--- config.mk ---
export PLATFORM = sky130hd
export DESIGN_NAME = gcd_requester
export DESIGN_NICKNAME = d
export VERILOG_FILES = /design/src/rtl/gcd_pkg.sv /design/src/rtl/gcd_watchdog.sv /design/src/rtl/gcd_requester.sv
export SDC_FILE = /design/constraint.sdc
export NUM_CORES = 1
export LEC_CHECK = 0
export BUFFER_PORTS_ARGS = -buffer_cell sky130_fd_sc_hd__buf_2
export CAP_MARGIN = 0
export CORE_MARGIN = 2
export CORE_UTILIZATION = 45
export DETAILED_ROUTE_END_ITERATION = 10
export GPL_ROUTABILITY_DRIVEN = 0
export GPL_TIMING_DRIVEN = 0
export HOLD_SLACK_MARGIN = 0.02
export MAX_ROUTING_LAYER = met4
export PLACE_DENSITY = 0.82
export SETUP_SLACK_MARGIN = 0.2
export SLEW_MARGIN = 20
export SYNTH_ARGS = -nofsm -noshare
export SYNTH_HDL_FRONTEND = slang
export SYNTH_SLANG_ARGS = --single-unit
--- constraint.sdc ---
create_clock -name clk -period 4.2 [get_ports clk]
set_input_delay 0.21 -clock clk [delete_from_list [all_inputs] [get_ports clk]]
set_output_delay 0.21 -clock clk [all_outputs]
set_load 0.005 [all_outputs]
--- src/rtl/gcd_pkg.sv ---
// Shared definitions for the GCD requester: FSM state encoding, default width
// and the sizing rule for the optional watchdog counter.
package gcd_pkg;

   localparam int GCD_WIDTH = 32;

   typedef logic [1:0] state_t;

   localparam state_t ST_IDLE  = 2'd0;
   localparam state_t ST_ISSUE = 2'd1;
   localparam state_t ST_WAIT  = 2'd2;
   localparam state_t ST_RESP  = 2'd3;

   function automatic int tmo_cnt_w(input int timeout);
      return $clog2(timeout + 1);
   endfunction

endpackage

--- src/rtl/gcd_watchdog.sv ---
// Cycle counter for the core-launch timeout: counts while run is high, clears
// otherwise, and flags the cycle in which the count reaches TIMEOUT.
module gcd_watchdog
   import gcd_pkg::*;
#(
   parameter int TIMEOUT = 256
) (
   input  logic clk,
   input  logic reset,
   input  logic run,
   output logic expired
);

   localparam int CNT_W = tmo_cnt_w(TIMEOUT);
   localparam logic [CNT_W-1:0] LAST = CNT_W'(TIMEOUT - 1);

   logic [CNT_W-1:0] cnt_q;
   logic [CNT_W-1:0] cnt_d;

   always_comb begin
      cnt_d = '0;
      if (run) cnt_d = cnt_q + 1'b1;
   end

   always_ff @(posedge clk or negedge reset) begin
      if (!reset) cnt_q <= '0;
      else        cnt_q <= cnt_d;
   end

   // cnt_q is 0 in the launch cycle, so the next value reaches TIMEOUT here
   assign expired = run && (cnt_q == LAST);

endmodule

--- src/rtl/gcd_requester.sv ---
// Host-side initiator for the GCD core; zero operands are answered locally.
// Optional launch timeout is enabled by defining GCD_TIMEOUT_EN.
module gcd_requester
   import gcd_pkg::*;
#(
   parameter int WIDTH   = GCD_WIDTH,
   parameter int TIMEOUT = 256
) (
   input  logic             clk,
   input  logic             reset,
   input  logic             in_valid,
   output logic             in_ready,
   input  logic [WIDTH-1:0] in_a,
   input  logic [WIDTH-1:0] in_b,
   output logic             core_start,
   output logic [WIDTH-1:0] core_a,
   output logic [WIDTH-1:0] core_b,
   input  logic             core_done,
   input  logic [WIDTH-1:0] core_c,
   output logic             out_valid,
   input  logic             out_ready,
   output logic [WIDTH-1:0] out_a,
   output logic [WIDTH-1:0] out_b,
   output logic [WIDTH-1:0] out_gcd,
   output logic             out_err
);

   state_t           state_q, state_d;
   logic [WIDTH-1:0] core_a_q, core_a_d;
   logic [WIDTH-1:0] core_b_q, core_b_d;
   logic [WIDTH-1:0] out_a_q, out_a_d;
   logic [WIDTH-1:0] out_b_q, out_b_d;
   logic [WIDTH-1:0] gcd_q, gcd_d;
   logic             err_q, err_d;
   logic             has_zero;
   logic             tmo_expired;

   function automatic logic [WIDTH-1:0] zero_gcd(input logic [WIDTH-1:0] a,
                                                  input logic [WIDTH-1:0] b);
      return (a == '0) ? b : a;
   endfunction

   assign has_zero = (in_a == '0) || (in_b == '0);

`ifdef GCD_TIMEOUT_EN
   gcd_watchdog #(.TIMEOUT(TIMEOUT)) u_watchdog (
      .clk     (clk),
      .reset   (reset),
      .run     ((state_q == ST_ISSUE) || (state_q == ST_WAIT)),
      .expired (tmo_expired)
   );
`else
   assign tmo_expired = 1'b0;
`endif

   always_ff @(posedge clk or negedge reset) begin
      if (!reset) state_q <= ST_IDLE;
      else        state_q <= state_d;
   end

   always_comb begin
      state_d = state_q;
      case (state_q)
         ST_IDLE:  if (in_valid) state_d = has_zero ? ST_RESP : ST_ISSUE;
         ST_ISSUE: state_d = ST_WAIT;
         ST_WAIT:  if (core_done || tmo_expired) state_d = ST_RESP;
         ST_RESP:  if (out_ready) state_d = ST_IDLE;
         default:  state_d = ST_IDLE;
      endcase
   end

   always_comb begin
      in_ready   = 1'b0;
      core_start = 1'b0;
      out_valid  = 1'b0;
      case (state_q)
         ST_IDLE:  in_ready   = 1'b1;
         ST_ISSUE: core_start = 1'b1;
         ST_RESP:  out_valid  = 1'b1;
         default:  ;
      endcase
   end

   always_comb begin
      core_a_d = core_a_q;
      core_b_d = core_b_q;
      out_a_d  = out_a_q;
      out_b_d  = out_b_q;
      gcd_d    = gcd_q;
      err_d    = err_q;
      if ((state_q == ST_IDLE) && in_valid) begin
         out_a_d = in_a;
         out_b_d = in_b;
         err_d   = 1'b0;
         if (has_zero) begin
            gcd_d = zero_gcd(in_a, in_b);
         end else begin
            core_a_d = in_a;
            core_b_d = in_b;
         end
      end else if (state_q == ST_WAIT) begin
         // a done in the expiry cycle still delivers the real result
         if (core_done) begin
            gcd_d = core_c;
            err_d = 1'b0;
         end else if (tmo_expired) begin
            gcd_d = '0;
            err_d = 1'b1;
         end
      end
   end

   always_ff @(posedge clk or negedge reset) begin
      if (!reset) begin
         core_a_q <= '0;
         core_b_q <= '0;
         out_a_q  <= '0;
         out_b_q  <= '0;
         gcd_q    <= '0;
         err_q    <= 1'b0;
      end else begin
         core_a_q <= core_a_d;
         core_b_q <= core_b_d;
         out_a_q  <= out_a_d;
         out_b_q  <= out_b_d;
         gcd_q    <= gcd_d;
         err_q    <= err_d;
      end
   end

   assign core_a  = core_a_q;
   assign core_b  = core_b_q;
   assign out_a   = out_a_q;
   assign out_b   = out_b_q;
   assign out_gcd = gcd_q;
   assign out_err = err_q;

endmodule
==> results of run 1 <==
==> metrics by stage <==
stage                     power, mW  instance area, µm²  hold slack, ns  instances  worst slack [ns]
after global routing           7.21                8850          0.0317       1111              1.26
after CTS                      6.79                8850          0.0212       1111              1.48
after global placement         5.16                8240           0.454       1079             0.456
after detailed placement       5.29                8280           0.205       1080              1.48
after floorplan                3.98                6700         -0.0856        632              2.17
final                          6.75                8850          0.0437       1111              1.51
==> kinds of logic (layout without fill, tap and decap cells) <==
logic type / Yosys count / count (layout)
adder cells (fa/ha/maj): 5 / 5
multiplexers: 62 / 62
other: 1 / 1
buffers and inverters: 42 / 337
AND/OR/NAND/NOR: 256 / 256
AO/OA/AOI/OAI: 104 / 104
flip-flops: 162 / 162
==> placed cells by master, fill, tap and decap left out <==
master,Yosys,routed
buf_4,7,7
o31ai_2,0,1
clkbuf_16,0,17
nor4_1,16,16
a21oi_1,2,2
clkinv_2,0,5
clkinvlp_4,0,4
inv_1,5,5
clkbuf_8,0,1
o21ai_0,36,36
nand2_2,1,1
clkbuf_1,25,26
buf_8,0,1
buf_1,2,2
buf_2,3,265
o32a_1,1,1
dfrtp_1,162,162
nor2_1,4,4
mux2_2,62,62
nor4_4,1,1
nand2_1,231,231
and2_1,1,1
o22ai_1,1,1
buf_16,0,1
nand4_1,2,2
ha_1,5,5
dlygate4sd3_1,0,1
a211o_1,32,32
o21ai_1,28,28
a22o_1,3,3
conb_1,1,1
bufinv_16,0,2
==> path summary, 6_finish.rpt <==
check | from | endpoint | slack [ns] | depth (start not counted)
min | in_a[18] | out_a[18]$_DFFE_PN0P_ | 0.04 | 3
min in group asynchronous | reset | core_a[0]$_DFFE_PN0P_ | 0.32 | 2
max | state_q[1]$_DFFE_PN0P_ | out_gcd[21]$_DFFE_PN0P_ | 1.51 | 6
min reg2reg | out_b[31]$_DFFE_PN0P_ | out_b[31]$_DFFE_PN0P_ | 0.47 | 2
max reg2reg | state_q[1]$_DFFE_PN0P_ | out_gcd[21]$_DFFE_PN0P_ | 1.51 | 6
max in group asynchronous | reset | core_b[16]$_DFFE_PN0P_ | 3.03 | 3
==> layer usage <==
| layer | part of all wire, % | up-vias |
|---|---|---|
| li1 | - | 2700 |
| met1 | 42 | 2928 |
| met2 | 49 | 271 |
| met3 | 6.6 | 31 |
| met4 | 2.1 | 0 |
| met5 | 0 | - |
==> what timing repair did <==
action	in CTS	in global routing
endpoints found under the hold margin	68	0
hold buffers	1	0
endpoints found under the setup margin	0	0
==> state kept, by name, summed over array words and instances (netlist names) <==
register and flops:
out_gcd 32, core_a 32, out_a 32, state_q 2, core_b 32, out_b 32
==> worst register-to-register path, cell delays in order (launching register included) <==
cell and delay [ns]:
dfrtp_1 0.42, inv_1 0.12, ha_1 0.22, nand2_1 0.27, o31ai_2 0.80, clkbuf_1 0.54, o21ai_1 0.16
==> power groups by stage <==
stage               clock, mW  combinational (mW)  sequential (mW)
finish                   1.48                2.56             2.71
CTS                      1.50                2.58             2.71
floorplan                   0                1.20             2.79
global route             1.58                2.83             2.80
global placement            0                2.47             2.69
detailed placement          0                2.57             2.72
==> cell type report <==
class                   count  area (µm²)  area share, %
clock buffers              19         443           5.00
repair buffers            265        1360           15.4
clock inverters            11         115           1.30
multi-input cells         428        2460           27.8
plain buffers              37         169           1.91
inverters                   5        18.8          0.212
well taps                 184         230           2.60
flip-flops and latches    162        4050           45.8
==> metrics.md, run 1 <==
| Metric | Value |
|---|---|
| Largest delay share family, worst path | compound AO/OA/AOI/OAI gates |
| Net Switching | 2.34 mW |
| Min cycle time layout | roughly 2.7 ns |
| Post-synthesis cell type count | 24 |
| Initial core utilization | a little under half |
| Fmax achieved | 372 MHz |
| WP data arrival | 2.96 ns |
| Via count | 5,930 |
| Worst-path cell chain | inv_1, ha_1, nand2_1, o31ai_2, clkbuf_1, o21ai_1 |
| CP max FO | 10 |
| CP Launch Type | flop |
| Clk pwr share | between 20 and 25% |
| Die area | between 0.015 and 0.02 mm² |
| Rel. slew slack | between 40 and 50% |
| Commonest cells post-synth | 231 x nand2_1, 162 x dfrtp_1, 62 x mux2_2 |
| Post-synth EDFFs | 0 |
| Layout Utilization | roughly three fifths |
| Xor and xnor area share after synthesis | 0% |
| Slowest cell on crit path | o31ai_2 |
| Grt met3 use | roughly 5.1% |
| Worst path max stage delay | ~0.80 ns |
| Total leakage power | approximately 4.6 nW |
| TritonCTS buffer count | 17 |
| Largest net degree at the start of global routing | 95 |
| Syn. warnings | 0 |
| Antenna Cells | 0 |
| Total grt overflow | 0 |
| CTS-repair resized insts | 0 |
| Via/cell ratio | roughly 5.3 |
| Simple-gate area share of the yosys netlist | between 15 and 20% |
| Final hold violations | 0 |
| Buffers on Ports | 263 |
| Type of the worst setup path | flop to flop |
| Period utilization | a little under two thirds |
| Setup bufs post-CTS | 0 |
| Final slew viol count | 0 |
| Worst Tran Pin Value | roughly 0.85 ns |
| Syn Nets | approximately 740 |
| Area of the mapped netlist | 0.00670 mm² |
| Count leader, synth | nand2_1 |
| Number of global-route vias before repair | approximately 5,900 |
| Sequential share of power | roughly two fifths |
| Row count | 44 |
| Area leader, netlist | dfrtp_1 |
| Final Skew | 0.00569 ns |
| Clk slew on worst S/H paths | around 0.060 ns |
| Post-Synth Adder-Cell Area | less than 1% |
| Run status | completed |
| Clock Latency Late Sink | ~0.42 ns |
| Clock root buffer | clkbuf_16 |
| Met2 GRT Util | approximately 44% |
| Setup_tns | 0 ns |
| Initial antenna violation count | 0 |
| Syn Area/Cell | 10.6 µm² |
| DR WL/cell | between 15 and 20 µm |
| Post-synth top area share | 60.5% |
| Finish-stage setup viols | 0 |
| Clk sinks | 162 |
| Total GRT Usage | approximately 28% |
| Element type at the critical path end | flop |
| Combinational Power Share | 37.9% |
| DIE WIDTH | 126 µm |
| Ys async rst share | 100% |
| Post-synthesis register bit count | 162 |
| Number of buffers and inverters on the critical path | 2 |
| Power per standard cell area | 763 mW/mm² |
| Mux contribution to synthesized area | approximately a tenth |
| Cell-internal power | approximately 4.4 mW |
| Routed Antenna Nets | 0 |
| GRT busiest layer | met2 |
| Syn Inst Count | roughly 630 |
| Area Overhead vs Synth | 32.2% |
| Pre-antenna DRT Iters | 5 |
| Synth Area in Compound Gates | about a tenth |
| Total Wirelength | approximately 21,000 µm |
| Main combinational cell family by area after synthesis | simple AND/OR/NAND/NOR gates |
| Layout cells sized above 1 | roughly 40% |
| I/O Pins | roughly 270 |
| VDD IR max | between 0.3 and 0.4 mV |
| Largest cells by area after synthesis | dfrtp_1 61%, nand2_1 13%, mux2_2 10% |
| DRC | 0 |
| Register area share after synthesis | approximately three fifths |
| Depth of the CTS H-tree | 4 |
| CTS Buffer Depth | 2 |
| Worst EP required | ~4.5 ns |
| DR iter-0 viols | approximately 460 |
| Core region area | 0.0145 mm² |
| Maximum Capacitance Violations | 0 |
| Most used DFF post-synth | dfrtp_1 |
| Switch share | between 30% and 40% |
| TritonCTS clock tree | built |
| Final nets | around 1,000 |
| Post-DP HPWL | roughly 15,000 µm |
| GR Util met1 | about 37% |
| RSZ-0062 raised after global routing | false |
| Die extent in y | around 130 µm |
| First-pass GRT wire length | 32,900 µm |
| Min-delay worst type | input port to flop |
| Filler cells | ~1,300 |
Power figures use the tool's default switching activity.
==> inputs of run 2 (changes only) <==
--- a/config.mk
+++ b/config.mk
@@ -8,13 +8,13 @@
 export BUFFER_PORTS_ARGS = -buffer_cell sky130_fd_sc_hd__buf_2
 export CAP_MARGIN = 0
 export CORE_MARGIN = 2
-export CORE_UTILIZATION = 45
+export CORE_UTILIZATION = 44
 export DETAILED_ROUTE_END_ITERATION = 10
 export GPL_ROUTABILITY_DRIVEN = 0
 export GPL_TIMING_DRIVEN = 0
 export HOLD_SLACK_MARGIN = 0.02
 export MAX_ROUTING_LAYER = met4
-export PLACE_DENSITY = 0.82
+export PLACE_DENSITY = 0.83
 export SETUP_SLACK_MARGIN = 0.2
 export SLEW_MARGIN = 20
 export SYNTH_ARGS = -nofsm -noshare
==> constraint.sdc (replaced) <==
create_clock -name clk -period 2.4 [get_ports clk]
set_input_delay 0.12 -clock clk [delete_from_list [all_inputs] [get_ports clk]]
set_output_delay 0.12 -clock clk [all_outputs]
set_load 0.005 [all_outputs]
==> run 2 against run 1 <==
Against the previous run:
- clock power increased by 94%
- first-iteration DRC count increased by 27%
- clock-buffer cell count grew 2
- non-clock buffer count up 102
- critical path depth increased by 3
- combinational power grew 85%
- worst hold slack worse by 0.015 ns
- setup slack lost 1.2 ns
- flip-flop and latch count unchanged
- routed wire length is 13% higher
- final area up 13%
==> metrics.md, run 2 (synthesized netlist as in run 1, its figures left out) <==
| Metric | Value |
|---|---|
| CP Launch Type | input port (was flop) |
| Sequential Area | 0.00405 mm² (unchanged) |
| DR WL/cell | 19.5 µm (was 18.9 µm) |
| DRC | 0 (unchanged) |
| Rel. slew slack | 62.1% (was 42.8%) |
| Min-delay worst type | input port to flop (unchanged) |
| Total leakage power | 5.13 nW (was 4.60 nW) |
| Most common cell after layout, fill and taps aside | buf_2 (unchanged) |
| CP max FO | 10 (unchanged) |
| Run status | completed (unchanged) |
| Fmax achieved | 475 MHz |
| DR iter-0 viols | 587 (was 462) |
| Initial antenna violation count | 0 (unchanged) |
| Clk slew on worst S/H paths | 0.06 ns (about the same) |
| Total grt overflow | 0 (unchanged) |
| Type of the worst setup path | input port to flop (was flop to flop) |
| Slowest cell on crit path | dlygate4sd3_1 (was o31ai_2) |
| Final nets | 1,124 (was 1,022) |
| DIE WIDTH | 127 µm (was 126 µm) |
| Min cycle time layout | ~2.1 ns |
| Pre-antenna DRT Iters | 5 (unchanged) |
| Worst EP required | 2.70 ns (was 4.48 ns) |
| Die extent in y | 127 µm (was 126 µm) |
| Initial core utilization | 44.5% (was 46.1%) |
| Worst-path cell chain | dlygate4sd3_1, buf_2, nor4_1, nand4_1, nor2_1, nor2_1, nand2_4, buf_4, mux2_2 (was inv_1, ha_1, nand2_1, o31ai_2, clkbuf_1, o21ai_1) |
| Most used cell, CP | nor2_1 |
| Power per standard cell area | 1240 mW/mm² (was 763 mW/mm²) |
| Via count | 6,562 (was 5,930) |
| VDD IR max | 0.654 mV (was 0.382 mV) |
| Via/cell ratio | 5.38 (was 5.34) |
| Filler cells | 1,149 (was 1,252) |
| Multi-input logic area | 0.00247 mm² (was 0.00246 mm²) |
| I/O Pins | 265 (unchanged) |
| Area Overhead vs Synth | 49.3% (was 32.2%) |
| WP data arrival | 2.41 ns (was 2.96 ns) |
| Setup_tns | 0 ns (unchanged) |
| Core region area | 0.0150 mm² (was 0.0145 mm²) |
| WHS | 0.0291 ns (was 0.0437 ns) |
| Clk pwr share | 23.1% (was 22.0%) |
| Number of global-route vias before repair | 6,564 (was 5,871) |
| Row count | 45 (was 44) |
| Post-route setup slack | 0.294 ns (was 1.51 ns) |
| Worst Tran Pin Value | 0.568 ns (was 0.853 ns) |
| First-pass GRT wire length | 36,300 µm (was 32,900 µm) |
| Finish-stage setup viols | 0 (unchanged) |
| Dpl cell area | 0.00829 mm² (was 0.00828 mm²) |
| Combinational Power Share | 38.2% (was 37.9%) |
| TritonCTS buffer count | 17 (unchanged) |
| Element type at the critical path end | flop (unchanged) |
| Most frequent cells in the layout | 266 x buf_2, 230 x nand2_1, 162 x dfrtp_1 (was 265 x buf_2, 231 x nand2_1, 162 x dfrtp_1) |
| Clock Latency Late Sink | 0.42 ns (about the same) |
| Layout Utilization | 66.5% (was 60.9%) |
| Final Skew | 0.00676 ns (was 0.00569 ns) |
| Switch share | 34.7% (about the same) |
| Buffers on Ports | 263 (unchanged) |
| Design area | 0.00999 mm² (was 0.00885 mm²) |
| RSZ-0062 raised after global routing | false (unchanged) |
| Net Switching | 4.31 mW (was 2.34 mW) |
| TritonCTS clock tree | built (unchanged) |
| Clock root buffer | clkbuf_16 (unchanged) |
| Largest net degree at the start of global routing | 100 (was 95) |
| Antenna Cells | 0 (unchanged) |
| Period utilization | between 80% and 90% |
| CTS Buffer Depth | 2 (unchanged) |
| Routed Antenna Nets | 0 (unchanged) |
| Die area | 0.0162 mm² (was 0.0159 mm²) |
| Sequential share of power | 38.7% (was 40.2%) |
| Depth of the CTS H-tree | 4 (unchanged) |
| Clk sinks | 162 (unchanged) |
| Final hold violations | 0 (unchanged) |
| Pre-CTS setup slack | -0.214 ns (was 1.48 ns) |
| Post-DP HPWL | 15,400 µm (was 15,300 µm) |
| Layout cells sized above 1 | 38.3% (was 39.7%) |
| Cell-internal power | 8.11 mW (was 4.41 mW) |
| Worst path max stage delay | 0.53 ns (was 0.80 ns) |
| Maximum Capacitance Violations | 0 (unchanged) |
| Total GRT Usage | 30.2% (was 27.7%) |
| Total Wirelength | 23,800 µm (was 21,100 µm) |
| Final slew viol count | 0 (unchanged) |
## run 2: changes by cell type in the layout (fill, tap and decap cells not counted), sizes merged
cell and change:
clkinv -2, dlygate4sd3 +98, inv +1, clkbuf +3, bufinv +1, buf +3
## run 2: per-layer routing
metal  routed length, µm  track usage, %  part of all wire, %  vias up
li1                    -               -                    -     2922
met1                9710            39.0                   41     3196
met2               11500            48.0                   48      375
met3                1840            5.23                  7.8       69
met4                 760            11.8                  3.2        0
met5                   0               -                    0        -
## run 2: layout make-up
type	count	share of cell area [%]
plain buffers	37	1.93
clock buffers	21	4.81
clock inverters	11	1.51
inverters	5	0.188
multi-input cells	428	24.8
flip-flops and latches	162	40.6
well taps	188	2.35
repair buffers	367	23.9
## run 2: final timing paths
path | depth (start not counted) | slack, ns | start | to
min reg2reg | 2 | 0.47 | out_b[9]$_DFFE_PN0P_ | out_b[9]$_DFFE_PN0P_
min | 3 | 0.03 | core_c[12] | out_gcd[12]$_DFFE_PN0P_
max | 9 | 0.29 | in_b[23] | core_b[26]$_DFFE_PN0P_
max reg2reg | 6 | 0.30 | state_q[0]$_DFFE_PN0P_ | core_a[3]$_DFFE_PN0P_
max in group asynchronous | 3 | 1.32 | reset | core_b[15]$_DFFE_PN0P_
min in group asynchronous | 2 | 0.22 | reset | core_b[29]$_DFFE_PN0P_
## run 2: metrics by stage
stage	total power, mW	cells
floorplan	6.97	632
global placement	9.03	1083
detailed placement	9.26	1084
CTS	12.3	1215
global route	13.1	1219
finish	12.4	1219
## run 2: repair_timing
action	CTS	global route
hold buffers	99	0
endpoints found under the hold margin	211	0
pin swaps	1	2
gates resized for setup	14	13
endpoints found under the setup margin	151	132
setup buffers	0	4
## run 2: critical path: cells and delay by family
kind	cells	cell delay [ns]
simple gates	5	0.96
buf+inv	3	0.95
mux	1	0.37
## run 2: power groups by stage
stage / Combinational, mW / Sequential (mW) / Clock [mW]
after global routing: 5.19 / 4.93 / 3.01
after detailed placement: 4.48 / 4.78 / 0
after CTS: 4.65 / 4.76 / 2.90
after floorplan: 2.09 / 4.88 / 0
final: 4.74 / 4.80 / 2.87
after global placement: 4.31 / 4.71 / 0
